`src/rtl/banco_antirrebote_n_pkg.sv`:
```
// Shared types and channel map for the switch/button debounce bank.
// Channel indices follow the board wiring: four config switches, then the five-way pad.
package banco_antirrebote_n_pkg;

  typedef enum logic [1:0] {
    IDLE   = 2'd0,
    HOLD   = 2'd1,
    REPEAT = 2'd2
  } rep_st_t;

  typedef struct packed {
    logic db;
    logic rise;
    logic fall;
    logic rep;
    logic press;
  } chan_out_t;

  localparam int SW_HORA    = 0;
  localparam int SW_FECHA   = 1;
  localparam int SW_TIMER   = 2;
  localparam int SW_FMT     = 3;
  localparam int BTN_UP     = 4;
  localparam int BTN_DOWN   = 5;
  localparam int BTN_LEFT   = 6;
  localparam int BTN_RIGHT  = 7;
  localparam int BTN_CENTER = 8;

endpackage

```
`src/rtl/antirrebote_canal.sv`:
```
// One debounce channel: 2-flop synchroniser, tick-qualified debouncer,
// edge strobes and, when REP_EN is set, a hold-to-auto-repeat FSM.
module antirrebote_canal
  import banco_antirrebote_n_pkg::*;
#(
  parameter int DB_TICKS   = 20,
  parameter int HOLD_TICKS = 500,
  parameter int REP_TICKS  = 100,
  parameter bit REP_EN     = 1'b0
)(
  input  logic      clk,
  input  logic      reset,
  input  logic      i_raw,
  input  logic      i_tick,
  output chan_out_t o_ch
);

  localparam int            DW      = $clog2(DB_TICKS + 1);
  localparam logic [DW-1:0] DB_LAST = DW'(DB_TICKS - 1);

  if (DB_TICKS < 1) begin : g_chk_db
    $error("DB_TICKS must be >= 1");
  end
  if (HOLD_TICKS < 1 || REP_TICKS < 1) begin : g_chk_rep
    $error("HOLD_TICKS and REP_TICKS must be >= 1");
  end

  logic [1:0]    r_sync;
  logic          w_s;
  logic          r_db;
  logic [DW-1:0] r_dcnt;
  logic          w_upd;
  logic          w_rise;
  logic          w_fall;
  logic          w_rep_hit;
  logic          r_rise;
  logic          r_fall;
  logic          r_rep;
  logic          r_press;

  always_ff @(posedge clk or negedge reset) begin
    if (!reset) r_sync <= '0;
    else        r_sync <= {r_sync[0], i_raw};
  end

  assign w_s    = r_sync[1];
  assign w_upd  = (w_s != r_db) && i_tick && (r_dcnt == DB_LAST);
  assign w_rise = w_upd &  w_s;
  assign w_fall = w_upd & ~w_s;

  // Any sample matching the current level throws away partial qualification.
  always_ff @(posedge clk or negedge reset) begin
    if (!reset) begin
      r_db   <= 1'b0;
      r_dcnt <= '0;
    end else if (w_s == r_db) begin
      r_dcnt <= '0;
    end else if (i_tick) begin
      if (r_dcnt == DB_LAST) begin
        r_db   <= w_s;
        r_dcnt <= '0;
      end else begin
        r_dcnt <= r_dcnt + 1'b1;
      end
    end
  end

  if (REP_EN) begin : g_rep
    localparam int            HMAX      = (HOLD_TICKS > REP_TICKS) ? HOLD_TICKS : REP_TICKS;
    localparam int            HW        = $clog2(HMAX + 1);
    localparam logic [HW-1:0] HOLD_LAST = HW'(HOLD_TICKS - 1);
    localparam logic [HW-1:0] REP_LAST  = HW'(REP_TICKS - 1);

    rep_st_t       r_st;
    logic [HW-1:0] r_hcnt;

    // A release on the same tick as a due repeat wins: no repeat is emitted.
    assign w_rep_hit = i_tick && !w_fall &&
                       (((r_st == HOLD)   && (r_hcnt == HOLD_LAST)) ||
                        ((r_st == REPEAT) && (r_hcnt == REP_LAST)));

    always_ff @(posedge clk or negedge reset) begin
      if (!reset) begin
        r_st   <= IDLE;
        r_hcnt <= '0;
      end else if (w_fall) begin
        r_st   <= IDLE;
        r_hcnt <= '0;
      end else begin
        case (r_st)
          IDLE: begin
            if (w_rise) begin
              r_st   <= HOLD;
              r_hcnt <= '0;
            end
          end
          HOLD: begin
            if (i_tick) begin
              if (r_hcnt == HOLD_LAST) begin
                r_st   <= REPEAT;
                r_hcnt <= '0;
              end else begin
                r_hcnt <= r_hcnt + 1'b1;
              end
            end
          end
          REPEAT: begin
            if (i_tick) begin
              if (r_hcnt == REP_LAST) r_hcnt <= '0;
              else                    r_hcnt <= r_hcnt + 1'b1;
            end
          end
          default: begin
            r_st   <= IDLE;
            r_hcnt <= '0;
          end
        endcase
      end
    end
  end else begin : g_norep
    assign w_rep_hit = 1'b0;
  end

  always_ff @(posedge clk or negedge reset) begin
    if (!reset) begin
      r_rise  <= 1'b0;
      r_fall  <= 1'b0;
      r_rep   <= 1'b0;
      r_press <= 1'b0;
    end else begin
      r_rise  <= w_rise;
      r_fall  <= w_fall;
      r_rep   <= w_rep_hit;
      r_press <= w_rise | w_rep_hit;
    end
  end

  assign o_ch.db    = r_db;
  assign o_ch.rise  = r_rise;
  assign o_ch.fall  = r_fall;
  assign o_ch.rep   = r_rep;
  assign o_ch.press = r_press;

endmodule

```
`src/rtl/banco_antirrebote_n.sv`:
```
// N-channel debounce bank: one shared sample-tick divider feeding an array of
// independent channels. Downstream config FSMs consume press, not raw levels.
module banco_antirrebote_n
  import banco_antirrebote_n_pkg::*;
#(
  parameter int              N_CH       = 9,
  parameter int              TICK_DIV   = 100000,
  parameter int              DB_TICKS   = 20,
  parameter int              HOLD_TICKS = 500,
  parameter int              REP_TICKS  = 100,
  parameter logic [N_CH-1:0] REP_MASK   = 9'h1F0
)(
  input  logic            clk,
  input  logic            reset,
  input  logic [N_CH-1:0] in_raw,
  output logic [N_CH-1:0] db,
  output logic [N_CH-1:0] rise,
  output logic [N_CH-1:0] fall,
  output logic [N_CH-1:0] rep,
  output logic [N_CH-1:0] press
);

  localparam int            TW        = $clog2(TICK_DIV);
  localparam logic [TW-1:0] TICK_LAST = TW'(TICK_DIV - 1);

  if (TICK_DIV < 2) begin : g_chk_div
    $error("TICK_DIV must be >= 2");
  end

  logic [TW-1:0] r_tcnt;
  logic          w_tick;
  chan_out_t     w_ch [N_CH];

  assign w_tick = (r_tcnt == TICK_LAST);

  always_ff @(posedge clk or negedge reset) begin
    if (!reset)      r_tcnt <= '0;
    else if (w_tick) r_tcnt <= '0;
    else             r_tcnt <= r_tcnt + 1'b1;
  end

  for (genvar gi = 0; gi < N_CH; gi++) begin : g_ch
    antirrebote_canal #(
      .DB_TICKS  (DB_TICKS),
      .HOLD_TICKS(HOLD_TICKS),
      .REP_TICKS (REP_TICKS),
      .REP_EN    (REP_MASK[gi])
    ) u_canal (
      .clk   (clk),
      .reset (reset),
      .i_raw (in_raw[gi]),
      .i_tick(w_tick),
      .o_ch  (w_ch[gi])
    );

    assign db[gi]    = w_ch[gi].db;
    assign rise[gi]  = w_ch[gi].rise;
    assign fall[gi]  = w_ch[gi].fall;
    assign rep[gi]   = w_ch[gi].rep;
    assign press[gi] = w_ch[gi].press;
  end

endmodule
```
`config.mk`:
```
export PLATFORM = sky130hd
export DESIGN_NAME = banco_antirrebote_n
export DESIGN_NICKNAME = d
export VERILOG_FILES = /design/src/rtl/banco_antirrebote_n_pkg.sv /design/src/rtl/antirrebote_canal.sv /design/src/rtl/banco_antirrebote_n.sv
export SDC_FILE = /design/constraint.sdc
export NUM_CORES = 1
export LEC_CHECK = 0
export BUFFER_PORTS_ARGS = -buffer_cell sky130_fd_sc_hd__buf_2
export CORE_ASPECT_RATIO = 0.75
export CORE_MARGIN = 4
export CORE_UTILIZATION = 57
export CTS_BUF_LIST = sky130_fd_sc_hd__clkbuf_4
export CTS_CLUSTER_SIZE = 14
export DETAILED_ROUTE_END_ITERATION = 12
export PLACE_DENSITY = 0.8
export SYNTH_ARGS = -nofsm -noshare
export SYNTH_HDL_FRONTEND = slang
export SYNTH_SLANG_ARGS = --single-unit
```
`constraint.sdc`:
```
create_clock -name clk -period 2.4 [get_ports clk]
set_input_delay 0.12 -clock clk [delete_from_list [all_inputs] [get_ports clk]]
set_output_delay 0.12 -clock clk [all_outputs]
set_load 0.01 [all_outputs]
```
# ---- Yosys cells after proc, flatten, opt, wreduce, memory -nomap -nowiden
# Cells that the tools add are included.
dict set report classes {
  n_mux 88
  bitwise_logic 41
  eq_ne 73
  reduce_logical 81
  n_addsub 15
}
# op count
set ops {}
lappend ops {{two-way mux 9 bit} 30}
lappend ops {{two-way mux 5 bit} 27}
lappend ops {{one-hot mux 9 bit (3 select lines)} 5}
lappend ops {{adder 5 x 1 -> 5 bit, second input constant} 9}
lappend ops {{adder 9 x 1 -> 9 bit, second input constant} 5}
lappend ops {{== test 5 bit, second input constant} 9}
lappend ops {{== test 9 x 7 -> 1 bit, second input constant} 5}
lappend ops {{== test 9 bit, second input constant} 5}
lappend ops {{!= test 3 x 2 -> 1 bit, second input constant} 15}
lappend ops {{AND reduction 3 bit} 14}
lappend ops {{two-way mux 2 bit} 20}
lappend ops {{logical AND 1 bit} 38}
lappend ops {{one-hot mux 2 bit (3 select lines)} 5}
lappend ops {{AND reduction 4 bit} 5}
lappend ops {{bitwise AND 1 bit} 18}
lappend ops {{inverter 1 bit} 18}
lappend ops {{nonzero test 2 bit} 9}
lappend ops {{adder 17 x 1 -> 17 bit, second input constant} 1}
lappend ops {{== test 17 bit, second input constant} 1}
lappend ops {{two-way mux 17 bit} 1}
lappend ops {{!= test 3 x 1 -> 1 bit, second input constant} 5}
lappend ops {{== test 2 x 1 -> 1 bit, second input constant} 5}
lappend ops {{== test 2 bit, second input constant} 5}
lappend ops {{zero test 2 bit} 5}
lappend ops {{other kinds (6)} 38}
dict set report totals {
  reg_bits 172
  wordCells 364
  output_inout_bits 45
}

# ---- Longest topological paths before layout
# Gate-level depths: netlist of run 1.
dict set report logic_depth {
  depth_word 8
  ltp_mapped 11
}

# ---- Hierarchy
# Synthesis of run 1 repeated with hierarchy kept, for this count alone.
dict set report unflattened {
  cells_unflattened 909
  hier_area_um2 9510.4
}
# module n_inst area_each_um2 cells_per_inst
set modules_own_cells {}
lappend modules_own_cells {{antirrebote_canal at g_ch[4].u_canal ...} 5 1355.0 134}
lappend modules_own_cells {{antirrebote_canal at g_ch[0].u_canal ...} 4 484.2 41}
lappend modules_own_cells {banco_antirrebote_n 1 798.3 75}

# ---- Least setup slack after synthesis of run 1
# Ideal clock, no wire load.
dict set report synth_timing {
  path_kind {reg-to-reg}
  startpoint {reg r_tcnt[0]}
  endpoint {reg g_ch[6].u_canal.g_rep.r_hcnt[0]}
  stages_incl_launch_ff 12
  path_buffers 3
  setup_time_ns 0.065
  arrival_ns 2.319
  path_slack_ns 0.016
  path_cell_list {dfrtp_1 -> ha_1 -> and4_1 -> buf_2 -> and4_1 -> buf_2 -> nand2_1 -> inv_1 -> or3_1 -> clkbuf_1 -> nor2_2 -> mux2_2}
}
dict set report synth_via {
  elab_chain_cells 6
  elab_cells_between_ends 10
}
# element line
set synth_lines {}
lappend synth_lines {{start, declared} banco_antirrebote_n.sv:30} ;# logic [TW-1:0] r_tcnt;
lappend synth_lines {{start signal, assigned} banco_antirrebote_n.sv:39} ;# else r_tcnt <= r_tcnt + 1'b1;
lappend synth_lines {{== test 17 bit (*)} banco_antirrebote_n.sv:34} ;# assign w_tick = (r_tcnt == TICK_LAST);
lappend synth_lines {{logical AND 1 bit (*) (2 in a row)} antirrebote_canal.sv:47} ;# assign w_upd = (w_s != r_db) && i_tick && (r_dcnt == DB_LAST);
lappend synth_lines {{bitwise AND 1 bit (*)} antirrebote_canal.sv:49} ;# assign w_fall = w_upd & ~w_s;
lappend synth_lines {{via g_ch[6].u_canal.w_fall} antirrebote_canal.sv:34} ;# logic w_fall;
lappend synth_lines {{!= test 3 x 1 -> 1 bit (no line) / != test 3 x 2 -> 1 bit (equally long branches)} --}
lappend synth_lines {{AND reduction 3 bit (no line)} --}
lappend synth_lines {{end signal, assigned} antirrebote_canal.sv:103} ;# r_hcnt <= r_hcnt + 1'b1;
lappend synth_lines {{end signal, assigned} antirrebote_canal.sv:110} ;# else r_hcnt <= r_hcnt + 1'b1;
lappend synth_lines {{end, declared} antirrebote_canal.sv:75} ;# logic [HW-1:0] r_hcnt;
# The timed path passes the listed nets; every way through them passes the cells marked *.
# A chain may end at the register's enable or synchronous reset.

# ---- Final worst setup path of run 1
dict set report layout_timing {
  startpoint {reg g_ch[4].u_canal.r_dcnt[0]}
  endpoint {reg g_ch[4].u_canal.g_rep.r_hcnt[7]}
}
dict set report layout_via {
  elab_chain_cells 5
  elab_cells_between_ends 9
}
# element line
set layout_lines {}
lappend layout_lines {{start, declared} antirrebote_canal.sv:31} ;# logic [DW-1:0] r_dcnt;
lappend layout_lines {{start signal, assigned} antirrebote_canal.sv:63} ;# r_dcnt <= r_dcnt + 1'b1;
lappend layout_lines {{== test 5 bit (*)} antirrebote_canal.sv:47}
lappend layout_lines {{logical AND 1 bit (*)} antirrebote_canal.sv:47}
lappend layout_lines {{bitwise AND 1 bit (on tied branches)} {antirrebote_canal.sv:49, antirrebote_canal.sv:48}}
lappend layout_lines {{!= test 3 x 1 -> 1 bit (no line) / != test 3 x 2 -> 1 bit (equally long branches)} --}
lappend layout_lines {{AND reduction 3 bit (no line)} --}
lappend layout_lines {{end signal, assigned} antirrebote_canal.sv:103}
lappend layout_lines {{end signal, assigned} antirrebote_canal.sv:110}
lappend layout_lines {{end, declared} antirrebote_canal.sv:75}
# Mark *: on every way between the ends. The rest lies on a longest branch, timed or not.

==> impl_metrics.json, run 1 <==
{
  "numCtsBuffers": 17,
  "syn_area_mm2": 0.00890,
  "synth_top_area_cell": "dfrtp_1",
  "die_width_um": 152,
  "coreArea_mm2": 0.0153,
  "timing.final.crit_share_pct": 94.4,
  "drtAntennaViolNets": 0,
  "syn_area_per_cell_um2": 9.72,
  "clock_sinks": 172,
  "maxSlewViolCount": 0,
  "leakage_nw": 4.49,
  "hold_class": "in2async",
  "grt_max_degree": 68,
  "synth_top_family_by_area": "simple AND/OR/NAND/NOR gates",
  "wl_per_cell_um": 14.6,
  "insertion_delay_ps": 590,
  "ys.flop_type": "dfrtp_1",
  "worstPathRequired_ps": 2870,
  "p_comb_share_pct": 2.3,
  "postSynthCellCount": 916,
  "synth_xor_area_share_pct": 2.95,
  "rows": 39,
  "vias": 6727,
  "fin_setup_tns_ps": 0,
  "skew_ps": 26.6,
  "grt_busiest_layer": "met2",
  "clk_pin_slew_ps": 150,
  "initial_core_util_pct": 58.3,
  "stdcell_count": 1204,
  "die_height_um": 116,
  "end_kind": "flip-flop",
  "grt_use_met2_pct": 30.9,
  "cts_tree": "yes",
  "crit_path_start_kind": "flip-flop",
  "num_antenna_cells": 0,
  "syn2layout_area_growth_pct": 10.8,
  "p_per_area_mw_per_mm2": 487,
  "dp_slack_ps": -35.6,
  "power.net_switching_mw": 1.12,
  "path_class": "reg2reg",
  "cap_violations": 0,
  "final_layout_size_suffix_gt1_share_pct": 18.0,
  "vias_per_cell": 5.59,
  "n_fill_cell": 1234,
  "grt_pass1_vias": 6293,
  "p_int_mw": 3.68,
  "cts.path.max_buffers": 2,
  "sequentialPowerShare_pct": 60.9,
  "grt_use_total_pct": 20.7,
  "yosysTopAreaCellShare_pct": 48.4,
  "antenna_found_initial": 0,
  "hold_ws_ps": 92.9,
  "grt_first_pass_wirelength_um": 30300,
  "setup_violations": 0,
  "layout_commonest_cell": "dfrtp_1",
  "worstMarginPinSlew_ps": 604,
  "synth_compound_area_share_pct": 13.4,
  "use_met3_pct": 5.70,
  "drt_iter0_drc": 523,
  "gp_congestion": 0.853,
  "startpoint": "g_ch[4].u_canal.r_dcnt[0]",
  "ir_drop_mv": 0.502,
  "yosys_warnings": 0,
  "dieArea_mm2": 0.0177,
  "cp_max_fo": 9,
  "synthAdderAreaFrac_pct": 4.92,
  "postLayoutSetupSlackWorst_ps": 135,
  "r2r_start": "g_ch[4].u_canal.r_dcnt[0]",
  "use_met1_pct": 30.2,
  "synth_edf_count": 0,
  "wl_um": 17600,
  "ios": 56,
  "r2r-end": "g_ch[4].u_canal.g_rep.r_hcnt[7]",
  "mostFrequentLayoutCells": "dfrtp_1, nand2_1, nor2_1, o21ai_0",
  "critPathArrivalTime_ps": 2740,
  "period_needed_ps": 2260,
  "async_flop_share_pct": 100,
  "ys_seq_elements": 172,
  "place_inst": 1158,
  "worstSetupEndpoint": "g_ch[4].u_canal.g_rep.r_hcnt[7]",
  "cts_root_buf": "clkbuf_4",
  "slew_headroom_pct": 58.7,
  "hold_violations": 0,
  "drt_first_pass_iters": 4,
  "yosysSeqAreaShare_pct": 48.4,
  "r2r_slack_ps": 140,
  "nets": 1032,
  "switching_share_pct": 23.3,
  "grt_setup_unrepaired": "true",
  "fmax_mhz": 442,
  "synth_simple_gate_area_share_pct": 22.2,
  "grt_overflow_total": 0,
  "dp_hpwl_um": 12400,
  "synthDistinctLibCells": 69,
  "yosys-top-cells-area": "dfrtp_1, ha_1, buf_4",
  "reg2reg_depth": 6,
  "drc": 0,
  "status": "complete, no violations",
  "clockPowerShare_pct": 36.8,
  "htreeDepth": 4,
  "post_synth_mux_area_share_pct": 1.46,
  "io_buffer_count": 51
}
==> flip-flops by register name, indices dropped and copies added (netlist names) <==
| signal | flops |
|---|---|
| g_ch.u_canal.r_rep | 5 |
| g_ch.u_canal.r_rise | 9 |
| r_tcnt | 17 |
| g_ch.u_canal.r_fall | 9 |
| g_ch.u_canal.r_sync | 18 |
| g_ch.u_canal.g_rep.r_hcnt | 45 |
| g_ch.u_canal.r_db | 9 |
| g_ch.u_canal.r_press | 5 |
| g_ch.u_canal.r_dcnt | 45 |
| g_ch.u_canal.g_rep.r_st | 10 |
==> area by class of cell <==
type,count,area (um2),area share (%)
Inverter,41,154,1.56
Sequential cell,172,4300,43.6
Multi-Input combinational cell,637,4050,41.0
Timing Repair Buffer,117,802,8.13
Clock inverter,14,168,1.70
Tap cell,205,256,2.60
Clock buffer,18,135,1.37
==> worst min-delay path by stage <==
stage,slack [ps],start,cells past startpoint,to
after floorplan,-180,reset,0,g_ch[0].u_canal.r_db
after global placement,160,reset,1,g_ch[0].u_canal.r_fall
after detailed placement,160,reset,1,g_ch[3].u_canal.r_fall
after CTS,70,reset,2,g_ch[5].u_canal.r_dcnt[4]
after global routing,100,reset,2,g_ch[0].u_canal.r_sync[1]
final,90,reset,2,g_ch[1].u_canal.r_fall
==> per-stage QoR <==
step                      instance area (um2)  util, %  total power [mW]
final                                    9860     64.6              4.80
after global routing                     9860     64.6              5.00
after CTS                                9800     64.2              4.85
after detailed placement                 9390     61.5              3.08
after global placement                   9390     61.5              3.08
after floorplan                          8910        -              3.00
==> cell families (layout without fill, tap and decap cells) <==
| group | after synthesis | in the layout |
|---|---|---|
| simple gates | 369 | 369 |
| compound gates | 187 | 187 |
| flops | 172 | 172 |
| buf+inv | 110 | 190 |
| fa+ha+maj | 35 | 35 |
| xor+xnor | 30 | 30 |
| mux | 12 | 12 |
| other cells | 1 | 4 |
==> worst max-delay path: stages (launching register included) <==
cell and delay [ps]:
dfrtp_1 400, ha_1 180, or4b_2 620, o31ai_2 310, o21ai_2 90, or2_4 300
o41ai_1 260
==> per-layer routing <==
metal	vias to the layer above	part of all wire, %	routed length [um]
met5	-	0	0
met4	0	1.0	178
met3	16	4.9	865
met2	136	44	7790
met1	3232	50	8780
li1	3343	-	-
==> repair_timing <==
item                                    in CTS  in global routing
endpoints found under the setup margin       4                 49
pin swaps                                    0                  3
resized for setup                            2                 11
setup buffers                                0                  4
endpoints found under the hold margin      114                  0
hold buffers                                10                  0
==> synth_stat cells (all sizes together), types with 16 or more instances <==
library cell,n
dfrtp,172
nand2,91
nor2,67
o21ai,60
buf,54
a21oi,53
inv,41
ha,35
nand3,33
nor3,30
nand4,25
nor2b,21
nand2b,16
nor3b,16
o31ai,16
==> power groups by stage <==
stage	combinational (mW)	clock, mW	sequential [mW]
floorplan	0.0259	0	2.98
global placement	0.103	0	2.98
detailed placement	0.105	0	2.98
CTS	0.117	1.80	2.92
global route	0.131	1.94	2.93
finish	0.113	1.77	2.92
(Power assumes the default switching activity.)
==> run 2: changes to the inputs <==
CORE_UTILIZATION = 61   (was 57)
PLACE_DENSITY = 0.81   (was 0.8)
clock period = 2.2 ns   (was 2.4 ns; I/O delays follow)
==> run 2 against run 1 <==
  * The flow now finishes with violations (negative setup slack)
  * Non-clock buffer count is 40 higher
  * Design area grew 5.9%
  * Combinational power rose by 19%
  * Count of clock-buffer cells in the layout is 1 higher
  * Cell count increased by 2.6%
  * Sequential power up 9.2%
  * Critical endpoint is now g_ch[5].u_canal.g_rep.r_st[1]
==> impl_metrics.json, run 2 (synthesis gave the netlist of run 1 again) <==
{
  "status": "complete, but fails checks",
  "violations": "negative setup slack",
  "final_layout_size_suffix_gt1_share_pct": 23.6,
  "top_layer": "met4",
  "dp_hpwl_um": 12600,
  "grt_setup_unrepaired": "true",
  "io_buffer_count": 51,
  "htreeDepth": 4,
  "path_delay_family": "simple AND/OR/NAND/NOR gates",
  "skew_ps": 17.0,
  "r2r_start": "r_tcnt[1]",
  "nets": 1073,
  "coreArea_mm2": 0.0140,
  "ir_drop_mv": 0.350,
  "clock_sinks": 172,
  "slew_headroom_pct": 62.2,
  "dr_wl_met2_um": 8610,
  "dr_wl_met3_um": 927,
  "hold_class": "in2async",
  "die_width_um": 147,
  "cts.path.max_buffers": 2,
  "final_core_util_pct": 74.7,
  "leakage_nw": 4.77,
  "grt_use_total_pct": 22.9,
  "wl_met1_um": 8890,
  "clk_pin_slew_ps": 140,
  "grt_first_pass_wirelength_um": 31200,
  "place_inst": 1173,
  "timing.final.crit_share_pct": 102,
  "numCtsBuffers": 17,
  "timing.critical_path.buf_inv": 2,
  "antenna_found_initial": 0,
  "end_kind": "flip-flop",
  "drc": 0,
  "gp_congestion": 0.853,
  "cp_max_fo": 5,
  "grt_max_degree": 46,
  "layout_commonest_cell": "dfrtp_1",
  "worstSetupEndpoint": "g_ch[5].u_canal.g_rep.r_st[1]",
  "cts_tree": "yes",
  "grt_overflow_total": 0,
  "insertion_delay_ps": 600,
  "cts_root_buf": "clkbuf_4",
  "vias_per_cell": 5.74,
  "dieArea_mm2": 0.0166,
  "slowest_delay_ps": 400,
  "setup_violations": 7,
  "mostFrequentLayoutCells": "dfrtp_1, nand2_1, buf_4, nor2_1, a21oi_1",
  "syn2layout_area_growth_pct": 17.4,
  "vias": 7086,
  "startpoint": "r_tcnt[1]",
  "cp.depth": 9,
  "ios": 56,
  "period_needed_ps": 2240,
  "wl_um": 18800,
  "hold_violations": 0,
  "initial_core_util_pct": 63.7,
  "fmax_mhz": 446,
  "wl_per_cell_um": 15.2,
  "drt_first_pass_iters": 5,
  "die_height_um": 113,
  "p_per_area_mw_per_mm2": 499,
  "num_antenna_cells": 0,
  "critPathArrivalTime_ps": 2740,
  "crit_path_top_delay_cell": "dfrtp_1",
  "r2r_slack_ps": -40,
  "cap_violations": 0,
  "postLayoutSetupSlackWorst_ps": -43.5,
  "worstPathRequired_ps": 2700,
  "grt_pass1_vias": 6638,
  "drtAntennaViolNets": 0,
  "maxSlewViolCount": 0,
  "top_regs": "g_ch.u_canal.r_dcnt x45, g_ch.u_canal.g_rep.r_hcnt x45, g_ch.u_canal.r_sync x18",
  "path_cells": "ha_2 -> and4_4 -> nand4_1 -> buf_6 -> o41a_1 -> nor3b_2 -> buf_4 -> mux2i_1 -> nor2_1",
  "drt_iter0_drc": 491,
  "worstMarginPinSlew_ps": 552,
  "crit_path_start_kind": "flip-flop",
  "stdcell_count": 1235,
  "rows": 37,
  "reg2reg_depth": 9,
  "path_class": "reg2reg",
  "r2r-end": "g_ch[5].u_canal.g_rep.r_st[1]"
}
## run 2: cell count changes in the layout (fill, tap and decap cells not counted), sizes merged
cell	previous run	this run
clkbuf	18	19
or2	9	10
clkinvlp	3	1
buf	107	147
clkinv	5	9
inv	44	41
## run 2: stage by stage
step / power [mW] / instance area [um2] / setup TNS, ps / hold WS, ps / setup WS, ps
2_1_floorplan: 3.28 / 8970 / -8.09 / -186 / -8.09
6_report: 5.22 / 10400 / -150 / 77.3 / -43.5
3_5_place_dp: 3.37 / 9620 / -2230 / 70.8 / -177
5_1_grt: 5.43 / 10400 / -2730 / 50.8 / -143
3_3_place_gp: 3.37 / 9620 / -5.69 / 70.7 / -3.63
4_1_cts: 5.26 / 10100 / 0 / 56.3 / 12.6
## run 2: worst register-to-register path, stage by stage, from the launching register on
cell and delay [ps]:
dfrtp_1 400, ha_2 190, and4_4 240, nand4_1 170
buf_6 200, o41a_1 380, nor3b_2 190, buf_4 150
mux2i_1 180, nor2_1 60
## run 2: final cells by class
| type | instances | area, um2 |
|---|---|---|
| multi-input cells | 638 | 4270 |
| inverters | 41 | 154 |
| flip-flops and latches | 172 | 4300 |
| repair buffers | 157 | 1180 |
| well taps | 195 | 244 |
| clock inverters | 13 | 150 |
| clock buffers | 19 | 143 |
| fillers | 973 | 3530 |
## run 2: how the worst min path moves through the flow
stage / endpoint / slack [ps] / depth (start not counted)
after detailed placement: g_ch[0].u_canal.r_fall / 70 / 1
after global placement: g_ch[0].u_canal.r_fall / 70 / 1
after CTS: g_ch[0].u_canal.r_fall / 60 / 3
after global routing: g_ch[1].u_canal.r_dcnt[4] / 50 / 3
final: g_ch[1].u_canal.r_dcnt[4] / 80 / 3
after floorplan: g_ch[0].u_canal.r_db / -190 / 0
## run 2: metal layers
layer / GRT usage, % / up-vias
li1: - / 3433
met1: 32.8 / 3460
met2: 34.9 / 167
met3: 5.53 / 26
met4: 7.45 / 0
met5: 0 / -
## run 2: power by group
part / switching, mW / leakage, nW / internal (mW)
Sequential: 0.0117 / 2.35 / 3.18
Clock: 1.09 / 0.159 / 0.800
Combinational: 0.0898 / 2.26 / 0.0451
Total: 1.20 / 4.77 / 4.02
## run 2: what timing repair did
item | CTS | global route
buffers inserted | 4 | 14
endpoints found under the hold margin | 181 | 0
hold buffers | 11 | 0
pin swaps | 2 | 13
cloned | 0 | 2
endpoints found under the setup margin | 34 | 69
resized for setup | 11 | 66
